[src/rtl/csr_access_controller.sv]
// csr_access_controller: sequences CSRRW/RS/RC accesses into the CSR file; CSR_DEBUG_PORT_EN adds an arbitrated debug requester.
module csr_access_controller #(
    parameter int FIXED_PRIORITY = 0
) (
    input  logic        clk,
    input  logic        rst,
    input  logic        core_req,
    input  logic [1:0]  core_op,
    input  logic [11:0] core_address,
    input  logic [31:0] core_writeData,
    input  logic        core_suppressRead,
    output logic        core_ack,
    output logic        core_error,
    output logic [31:0] core_readData,
`ifdef CSR_DEBUG_PORT_EN
    input  logic        dbg_req,
    input  logic [1:0]  dbg_op,
    input  logic [11:0] dbg_address,
    input  logic [31:0] dbg_writeData,
    output logic        dbg_ack,
    output logic        dbg_error,
    output logic [31:0] dbg_readData,
`endif
    output logic        csrReadEnable,
    output logic [11:0] csrReadAddress,
    input  logic [31:0] csrReadData,
    output logic        csrWriteEnable,
    output logic [11:0] csrWriteAddress,
    output logic [31:0] csrWriteData,
    output logic        busy
);
    localparam logic [1:0] IDLE = 2'd0, READ = 2'd1, WRITE = 2'd2, ACK = 2'd3;
    localparam logic [1:0] OP_RW = 2'd1, OP_RS = 2'd2;
    logic [1:0]  state, op, in_op;
    logic [11:0] addr, in_addr;
    logic [31:0] wdata, in_wdata, old_value, rd_val, wr_val, ack_val;
    logic        sup, any_req, pick_dbg, grant_dbg;
    logic        no_read, write_needed, illegal, do_write, to_ack, ack_err;

`ifdef CSR_DEBUG_PORT_EN
    logic last_grant;
    assign any_req  = core_req | dbg_req;
    // last_grant=1 means debug was served last, so the core wins the next tie
    assign pick_dbg = dbg_req && (!core_req || FIXED_PRIORITY != 0 || !last_grant);
    assign in_op    = pick_dbg ? dbg_op : core_op;
    assign in_addr  = pick_dbg ? dbg_address : core_address;
    assign in_wdata = pick_dbg ? dbg_writeData : core_writeData;
    assign dbg_ack  = state == ACK && grant_dbg;
    always_ff @(posedge clk or posedge rst) begin
        if (rst) begin
            grant_dbg    <= 1'b0;
            last_grant   <= 1'b1;
            dbg_readData <= '0;
            dbg_error    <= 1'b0;
        end else begin
            if (state == IDLE && any_req) begin
                grant_dbg  <= pick_dbg;
                last_grant <= pick_dbg;
            end
            if (to_ack && grant_dbg) begin
                dbg_readData <= ack_val;
                dbg_error    <= ack_err;
            end
        end
    end
`else
    logic unused_cfg;
    assign unused_cfg = FIXED_PRIORITY != 0;
    assign any_req    = core_req;
    assign pick_dbg   = 1'b0;
    assign grant_dbg  = 1'b0;
    assign in_op      = core_op;
    assign in_addr    = core_address;
    assign in_wdata   = core_writeData;
`endif

    assign no_read      = sup && op == OP_RW;
    assign rd_val       = no_read ? '0 : csrReadData;
    assign write_needed = op == OP_RW || (op[1] && wdata != '0);
    assign illegal      = write_needed && addr[11:10] == 2'b11;
    assign do_write     = write_needed && !illegal;
    assign to_ack       = (state == READ && !do_write) || state == WRITE;
    assign ack_val      = state == READ ? rd_val : old_value;
    assign ack_err      = state == READ && illegal;
    assign wr_val       = op == OP_RW ? wdata : op == OP_RS ? (old_value | wdata) : (old_value & ~wdata);

    assign csrReadEnable   = state == READ && !no_read;
    assign csrReadAddress  = addr;
    assign csrWriteEnable  = state == WRITE;
    assign csrWriteAddress = addr;
    assign csrWriteData    = wr_val;
    assign core_ack        = state == ACK && !grant_dbg;
    assign busy            = state != IDLE;

    always_ff @(posedge clk or posedge rst) begin
        if (rst) begin
            state         <= IDLE;
            op            <= '0;
            addr          <= '0;
            wdata         <= '0;
            sup           <= 1'b0;
            old_value     <= '0;
            core_readData <= '0;
            core_error    <= 1'b0;
        end else begin
            case (state)
                IDLE: if (any_req) begin
                    state <= READ;
                    op    <= in_op;
                    addr  <= in_addr;
                    wdata <= in_wdata;
                    sup   <= !pick_dbg && core_suppressRead;
                end
                READ: begin
                    old_value <= rd_val;
                    state     <= do_write ? WRITE : ACK;
                end
                WRITE: state <= ACK;
                default: state <= IDLE;
            endcase
            if (to_ack && !grant_dbg) begin
                core_readData <= ack_val;
                core_error    <= ack_err;
            end
        end
    end
endmodule

[config.mk]
export PLATFORM = sky130hd
export DESIGN_NAME = csr_access_controller
export DESIGN_NICKNAME = d
export VERILOG_FILES = /design/src/rtl/csr_access_controller.sv
export SDC_FILE = /design/constraint.sdc
export NUM_CORES = 1
export LEC_CHECK = 0
export ABC_AREA = 1
export BUFFER_PORTS_ARGS = -buffer_cell sky130_fd_sc_hd__buf_2
export CAP_MARGIN = 20
export CORE_MARGIN = 2
export CORE_UTILIZATION = 45
export DETAILED_ROUTE_END_ITERATION = 7
export HOLD_SLACK_MARGIN = 0.12
export PLACE_DENSITY = 0.73
export SYNTH_ARGS = -nofsm -noshare
export SYNTH_HDL_FRONTEND = slang
export SYNTH_SLANG_ARGS = --single-unit
[constraint.sdc]
create_clock -name clk -period 9.06 [get_ports clk]
set_clock_uncertainty 0.1 [all_clocks]
set_input_delay 0.906 -clock clk [delete_from_list [all_inputs] [get_ports clk]]
set_output_delay 0.906 -clock clk [all_outputs]
set_load 0.03 [all_outputs]
==> metrics.md <==
| Metric | Value |
|---|---|
| Status | `finished clean` |
| Final layout net count | `776` |
| CTS Buffer Depth | `2` |
| Cts hold-fix bufs | `0` |
| Setup bufs post-CTS | `0` |
| Syn_area_per_cell | `9.580 sq um` |
| Reg2reg setup slack | `6.18 ns` |
| Worst relative slew slack | `42.68%` |
| Number of synthesized flops with an enable pin | `0` |
| Largest net degree at the start of global routing | `91` |
| Worst Tran Pin Value | `0.8556 ns` |
| Vias | `4262` |
| Initial antenna violation count | `1` |
| Endpoint of the worst register-to-register path | `core_readData[30]$_DFFE_PP0P_` |
| Post-synthesis sequential area ratio | `56.51%` |
| Drc violations | `0` |
| GR Util All Layers | `22.84%` |
| Critical Path RT | `8.05 ns` |
| Max Cap Violations | `0` |
| First-pass GRT wire length | `20620 um` |
| Layout cells sized above 1 | `37.09%` |
| CP max FO | `35` |
| Gate Count Post-Synth | `527` |
| Depth of the CTS H-tree | `4` |
| Gr ovfl total | `0` |
| Clk_lat worst skew | `0.52 ns` |
| DIE AREA | `12080 sq um` |
| Yosys reg bits | `114` |
| Setup violators final | `0` |
| Post-synth top area share | `56.51%` |
| YS warnings | `0` |
| Synthesized area | `5049 sq um` |
| Netlist cell types | `20` |
| Worst Hold Class | `input port to asynchronous set/reset pin` |
| Syn nets | `614` |
| Fraction of registers with async set/reset | `100.0%` |
| Crit start category | `register` |
| Drt first pass iters | `5` |
| Worst r2r path cells | `7` |
| Avg WL per Cell | `15.83 um` |
| RSZ-0062 raised after global routing | `no` |
| IO Count | `175` |
| DR vias/cell | `5.062` |
| Top-count cell post-synth | `dfrtp_1` |
| Crit path capture | `csrReadEnable` |
| Post-synth top cells | `dfrtp_1 (114), nand2_1 (112), a21oi_1 (64), inv_1 (43), mux2_2 (43)` |
| Non-Filler Instances | `842` |
| Slew Limit Fails | `0` |
| Post-CTS sizing | `0` |
| Core Region | `10890 sq um` |
| RePlAce Congestion | `0.7955` |
| Starting Density | `46.37%` |
| Dominant synthesized flop cell | `dfrtp_1` |
| Yosys top cell by area | `dfrtp_1` |
| I/O Buffers | `174` |
| CTS tree | `built` |
| Initial drt markers | `232` |
| Vias in the first global route | `4166` |
| Minimum clock period | `3.592 ns` |
| CTS Buf Count | `17` |
| Placed cell count | `806` |
| Fmax | `278.4 MHz` |
| Area grow syn2layout | `30.83%` |
| Area contributors post-synth | `dfrtp_1 (57%), mux2_2 (9.6%), nand2_1 (8.3%)` |
| Tcrit/Tclk final | `39.65%` |
| Clk sink count | `114` |
| Number of cell rows | `38` |
| HPWL after DPL | `8957 um` |
| Reg-to-reg startpoint | `op[1]$_DFFE_PP0P_` |
| Worst setup EP type | `primary output` |
| Die extent in x | `109.9 um` |
| Critical path class | `register to primary output` |
| Drt total wl | `13330 um` |
| Die Y | `109.9 um` |
| Critical Path Source | `state[1]$_DFFE_PP0P_` |
| CTS root buffer | `clkbuf_8` |
| Worst Path Arrival | `2.59 ns` |
| Hold Fails Final Rpt | `0` |
| ANT nets after route | `0` |
| Setup_tns | `0 ns` |
| Fillers | `937` |
| Clock-pin slew on the worst setup and hold paths | `0.06 ns` |
critical path, cell delays in order, from the launching register on:
cell and delay, ns:
dfrtp_1 0.41, inv_1 0.11, ha_1 0.15, buf_4 0.34, nand2_1 0.10, inv_1 0.47, buf_8 0.25, buf_2 0.22
final cells by class:
class | count | area, sq um | share of cell area, %
flip-flops and latches | 114 | 2853 | 43.19
multi-input cells | 329 | 1810 | 27.41
repair buffers | 182 | 985.9 | 14.93
diodes | 1 | 2.502 | 0.03789
inverters | 45 | 171.4 | 2.595
clock buffers | 21 | 449.2 | 6.801
clock inverters | 10 | 157.7 | 2.387
well taps | 140 | 175.2 | 2.652
logic make-up (layout without fill, tap and decap cells):
logic type | count (synthesis) | in the layout | share of synthesized area [%]
and+or+nand+nor | 179 | 179 | 14.52
xor gates and xnor gates | 1 | 1 | 0.1735
AOI/OAI and AO/OA | 101 | 101 | 10.14
buffers and inverters | 84 | 258 | 7.831
DFF | 114 | 114 | 56.51
adders and majority gates | 5 | 5 | 1.239
other | 0 | 1 | 0
muxes | 43 | 43 | 9.591
layout by cell type, fill, tap and decap left out, drive strengths merged, types with 5 or more instances in the layout:
cell and count:
nor2 27, o21ai 36, mux2 43, a21oi 64
buf 182, nand3 39, nand2 113, clkinv 5
dfrtp 114, inv 43, clkbuf 21, ha 5
through the flow:
stage	utilization, %	instance area [sq um]	hold slack, ns	setup slack (ns)
finish	60.66	6605	0.2413	5.468
global route	60.66	6605	0.2593	5.319
CTS	59.86	6518	0.2359	5.209
detailed placement	54.29	5911	0.3954	5.770
global placement	54.29	5911	0.3886	5.774
floorplan	-	5049	0.3798	5.038
worst min path at each step:
| stage | start | endpoint | cells after the start |
|---|---|---|---|
| 6_report | rst | wdata[5]$_DFFE_PP0P_ | 2 |
| 5_1_grt | rst | wdata[5]$_DFFE_PP0P_ | 2 |
| 4_1_cts | rst | csrReadAddress[1]$_DFFE_PP0P_ | 2 |
| 3_5_place_dp | core_readData[31]$_DFFE_PP0P_ | core_readData[31]$_DFFE_PP0P_ | 2 |
| 3_3_place_gp | core_readData[5]$_DFFE_PP0P_ | core_readData[5]$_DFFE_PP0P_ | 2 |
| 2_1_floorplan | sup$_DFFE_PP0P_ | sup$_DFFE_PP0P_ | 1 |
layer usage:
metal / global-route usage [%] / vias to the layer above / part of all wire [%]
met4: 9.584 / 0 / 1.6
met2: 38.34 / 142 / 51
met3: 5.631 / 14 / 5.3
li1: - / 2041 / -
met1: 28.03 / 2065 / 42
met5: 0 / - / 0
flip-flops by register name, summed over array words and instances, names as in the netlist:
register,flops
core_error,1
core_readData,32
state,2
op,2
csrReadAddress,12
wdata,32
sup,1
old_value,32
Power is left out: the tool's default activity adds up to more than one toggle a clock period on the data nets, which glitch-free logic cannot reach.
